<file path="src/rtl/bridge_arbiter.sv">
// bridge_arbiter: round-robin two-master arbiter with bounded lock, sharing one Bridge port.
// Ports: clk/reset; mN_req/lock/address/write_data/write_size/read_size from masters;
// mN_grant/ack/read_data/error back to masters; bridge_* payload out, bridge_read_data/accepted in.
module bridge_arbiter #(
  parameter int LOCK_MAX       = 4,
  parameter int LOCK_CNT_WIDTH = 3,
  parameter int FIRST_MASTER   = 0
) (
  input  logic        clk,
  input  logic        reset,
  input  logic        m0_req,
  input  logic        m0_lock,
  input  logic [31:0] m0_address,
  input  logic [31:0] m0_write_data,
  input  logic [2:0]  m0_write_size,
  input  logic [2:0]  m0_read_size,
  output logic        m0_grant,
  output logic        m0_ack,
  output logic [31:0] m0_read_data,
  output logic        m0_error,
  input  logic        m1_req,
  input  logic        m1_lock,
  input  logic [31:0] m1_address,
  input  logic [31:0] m1_write_data,
  input  logic [2:0]  m1_write_size,
  input  logic [2:0]  m1_read_size,
  output logic        m1_grant,
  output logic        m1_ack,
  output logic [31:0] m1_read_data,
  output logic        m1_error,
  output logic [31:0] bridge_address,
  output logic [31:0] bridge_write_data,
  output logic [2:0]  bridge_write_size,
  output logic [2:0]  bridge_read_size,
  input  logic [31:0] bridge_read_data,
  input  logic        bridge_accepted
);
  typedef enum logic [1:0] {IDLE, XFER, ACK} state_t;
  localparam logic FM = 1'(FIRST_MASTER);
  localparam logic [LOCK_CNT_WIDTH-1:0] CNT_TOP = LOCK_CNT_WIDTH'(LOCK_MAX - 1);
  state_t state, nxt_state;
  logic owner, nxt_owner, last_owner;
  logic [LOCK_CNT_WIDTH-1:0] lock_cnt;
  logic owner_req, other_req, owner_lock, cont, done, any_req;
  always_comb begin
    owner_req  = owner ? m1_req : m0_req;
    other_req  = owner ? m0_req : m1_req;
    owner_lock = owner ? m1_lock : m0_lock;
    // lock only yields to a waiting master once the burst budget is spent
    cont       = state == ACK && owner_req && owner_lock && (!other_req || lock_cnt < CNT_TOP);
    done       = state == XFER && owner_req;
    any_req    = m0_req | m1_req;
    nxt_owner  = (state != XFER && !cont && any_req) ? ((m0_req && m1_req) ? ~last_owner : m1_req) : owner;
    nxt_state  = state == XFER ? (owner_req ? ACK : IDLE) : ((cont || any_req) ? XFER : IDLE);
  end
  assign bridge_address    = owner ? m1_address : m0_address;
  assign bridge_write_data = owner ? m1_write_data : m0_write_data;
  // sizes gated so an abandoned or reset-interrupted transfer never touches a device
  assign bridge_write_size = (done && !reset) ? (owner ? m1_write_size : m0_write_size) : 3'd0;
  assign bridge_read_size  = (done && !reset) ? (owner ? m1_read_size : m0_read_size) : 3'd0;
  always_ff @(posedge clk) begin
    if (reset) begin
      state        <= IDLE;
      owner        <= FM;
      last_owner   <= ~FM;
      lock_cnt     <= '0;
      m0_grant     <= 1'b0;
      m1_grant     <= 1'b0;
      m0_ack       <= 1'b0;
      m1_ack       <= 1'b0;
      m0_error     <= 1'b0;
      m1_error     <= 1'b0;
      m0_read_data <= '0;
      m1_read_data <= '0;
    end else begin
      state      <= nxt_state;
      owner      <= nxt_owner;
      m0_grant   <= nxt_state == XFER && !nxt_owner;
      m1_grant   <= nxt_state == XFER && nxt_owner;
      m0_ack     <= done && !owner;
      m1_ack     <= done && owner;
      m0_error   <= done && !owner && !bridge_accepted;
      m1_error   <= done && owner && !bridge_accepted;
      lock_cnt   <= cont ? ((lock_cnt == CNT_TOP) ? lock_cnt : lock_cnt + 1'b1) : (done ? lock_cnt : '0);
      if (done) last_owner <= owner;
      if (done && !owner) m0_read_data <= bridge_read_data;
      if (done && owner) m1_read_data <= bridge_read_data;
    end
  end
endmodule

</file>
<file path="config.mk">
export PLATFORM = sky130hd
export DESIGN_NAME = bridge_arbiter
export DESIGN_NICKNAME = d
export VERILOG_FILES = /design/src/rtl/bridge_arbiter.sv
export SDC_FILE = /design/constraint.sdc
export NUM_CORES = 1
export LEC_CHECK = 0
export BUFFER_PORTS_ARGS = -buffer_cell sky130_fd_sc_hd__buf_2
export CAP_MARGIN = 20
export CORE_AREA = 2 2 125 127
export CTS_BUF_LIST = sky130_fd_sc_hd__clkbuf_8
export DETAILED_ROUTE_END_ITERATION = 8
export DIE_AREA = 0 0 127 129
export SKIP_CTS_REPAIR_TIMING = 1
export SLEW_MARGIN = 20
export SYNTH_ARGS = -nofsm -noshare
export SYNTH_HDL_FRONTEND = slang
export SYNTH_SLANG_ARGS = --single-unit
export TNS_END_PERCENT = 1
</file>
<file path="constraint.sdc">
create_clock -name clk -period 1.97 [get_ports clk]
set_input_delay 0.394 -clock clk [delete_from_list [all_inputs] [get_ports clk]]
set_output_delay 0.394 -clock clk [all_outputs]
set_load 0.05 [all_outputs]
</file>
==> results.ini <==
[floorplan]
ios = 319
initial_core_util = 0.2413
die_w_um = 127
core_um2 = 14980
rows = 45
die_area_um2 = 16380
dieHeight_um = 129

[pwr]
p_int_mw = 2.557
clockPowerShare = 0.318
combPwrFrac = 0.257
switching_share = 0.3246
p_total_mw = 3.785
ir_drop_mv = 0.2561
switching_power_mw = 1.229
power_density_nw_per_um2 = 660.0
leakage_nw = 2.715
seqPwrFrac = 0.425

[timing]
finalSetupViolCount = 37
finalHoldViolations = 0
rsz0062_at_grt = yes
fin_crit_ps = 2008
finClkSkew_ps = 12.24
tightest_slew_ps = 355.3
fmax_mhz = 497.9
relSlewSlack = 0.7631
hold_ws_ps = 234.5
setup_ws_ps = -38.44
finalSetupTns_ps = -493.4
drv_slew = 0
fin_crit_sh = 1.020

[run_status]
outcome = complete, but fails checks
violations = setup timing

[logic_synthesis]
synthFlopType = dfxtp_1
synth.top_cells.by_count = 131 x nand2_1, 77 x dfxtp_1, 66 x a21oi_1
synth_mux_area_frac = 0.2033
synth.distinct_cells = 30
yosysTopAreaCellShare = 0.4266
synth.area.top_cells = dfxtp_1 43%, mux2_2 20%, nand2_1 14%
synth_compound_area_frac = 0.1298
ys_seq_area_frac = 0.4266
yosys.area_share.simple = 0.1794
synth_edf_count = 0
synthCells = 422
async_reset_ff_frac = 0
synth_area_per_cell_um2 = 8.563
synth_nets = 603
synth_top_family_by_area = multiplexers
yosysWarnings = 0
synth_xor_area_frac = 0
synth_fa_ha_area_frac = 0.006925
synth.most_common_cell = nand2_1
ys_seq_elements = 77
synth_area_um2 = 3613
yosysTopAreaCell = dfxtp_1

[grt]
grt_max_degree = 58
grt_use_total = 0.1607
grt_first_pass_wirelength_mm = 20.61
grt_antenna_before_repair = 1
grt_overflow = 0
grt_pass1_vias = 3910

[route]
avgRoutedWirePerCell_um = 15.06
dr.pass1.iters = 4
detail-route-antenna-nets = 0
drt_wl_total_mm = 13.98
vias_per_cell = 4.433
routed-via-count = 4114
drt-initial-drc-count = 136
drc = 0

[clock_network]
clkTransAtPathRegs_ps = 80
cts_tree = done
clock_path_buffers = 2
cts_made_buffers = 9
worst_skew_pair.late_latency_ps = 340
cts-htree-levels = 3
cts.sinks = 77
root_buffer = clkbuf_8

[run]
cap_viol_max_count = 0

[critical_path]
cpLargestDelayFamily = flip-flops
cp-end-kind = output port
path_cells = buf_8 > mux2_2 > buf_2
slowest_delay_ps = 460
cp-start-kind = flip-flop
critPathSlowestCell = dfxtp_4
critical_path_buf_inv_count = 2
crit_fanout = 19
required_ps = 1580
r2r_setup_slack_ps = 270
crit_type = flip-flop to output port
cp.arrival_ps = 1610

[placement]
placed_cell_area_um2 = 5384
io_buffers = 318
gp_congestion = 0.9529
dp_hpwl_mm = 10.98

[layout]
nets = 917
final_util = 0.3830
final_cell_area_um2 = 5736
synthToLayoutAreaGrowth_pct = 58.73
antenna_cells = 0
drive_above_1_share = 0.5770

[worst_hold_path]
hp-class = input port to flip-flop

## registers in the layout, indices dropped and copies added, names as in the netlist
register	count
m0_read_data	32
m1_read_data	32
lock_cnt	3
state	2
last_owner	1
m0_ack	1
m0_error	1
m0_grant	1
m1_ack	1
m1_error	1
m1_grant	1
owner	1
## cell usage in the layout, fill, tap and decap left out, types with 3 or more instances in the layout
cell type	synthesis	routed
dfxtp_1	77	76
buf_2	15	311
buf_6	1	6
nor3_2	3	3
nand2_1	131	130
a22oi_1	6	6
nor2b_1	3	3
nor2_1	12	10
a21oi_1	66	66
clkbuf_8	0	11
buf_4	8	14
mux2_2	64	64
inv_1	4	5
## routing by layer
layer | vias to the layer above | share of wire | global-route usage
met5 | - | 0 | 0
met4 | 0 | 0.012 | 0.04396
met3 | 13 | 0.088 | 0.04574
met2 | 201 | 0.50 | 0.2875
met1 | 1852 | 0.40 | 0.1888
li1 | 2048 | - | -
## logic make-up (layout without fill, tap and decap cells)
kind of cell / after synthesis / after routing
AO/OA/AOI/OAI: 83 / 83
buffers and inverters: 37 / 355
adder cells (fa/ha/maj): 2 / 2
multiplexers: 65 / 65
flip-flops: 77 / 77
AND/OR/NAND/NOR: 158 / 158
## path summary, 6_finish.rpt
check              startpoint              endpoint  cells past startpoint
max                     owner  bridge_write_data[7]                      3
min           bridge_accepted              m0_error                      2
max reg2reg             owner      m0_read_data[21]                      7
min reg2reg  m0_read_data[30]      m0_read_data[30]                      2
## per-stage QoR
| step | cells | setup slack (ps) |
|---|---|---|
| after floorplan | 422 | 35.94 |
| after global placement | 906 | 208.8 |
| after detailed placement | 906 | 167.3 |
| after CTS | 921 | -181.6 |
| after global routing | 928 | -98.64 |
| final | 928 | -38.44 |
## layout make-up
cell class / count / area, µm²
Fill cell: 1610 / 9241
Clock buffer: 11 / 151.4
Inverter: 4 / 15.01
Multi-Input combinational cell: 308 / 1904
Sequential cell: 77 / 1545
Timing Repair Buffer: 336 / 1837
Tap cell: 188 / 235.2
Clock inverter: 4 / 47.55
## power groups by stage
stage / Combinational, mW / Sequential [mW] / Clock (mW)
finish: 0.972 / 1.61 / 1.20
global route: 1.03 / 1.61 / 1.32
CTS: 0.961 / 1.61 / 1.27
detailed placement: 0.958 / 1.65 / 0
global placement: 0.957 / 1.64 / 0
floorplan: 0.511 / 1.75 / 0
## worst reg2reg max path, stage by stage (launching register included)
cell and delay [ps]:
dfxtp_4 410, nand2b_4 180, nor2_4 220, buf_4 160, buf_4 90, buf_4 310, nand2_1 110, a21oi_1 140
Note: power is estimated with default switching activity, not from simulation.
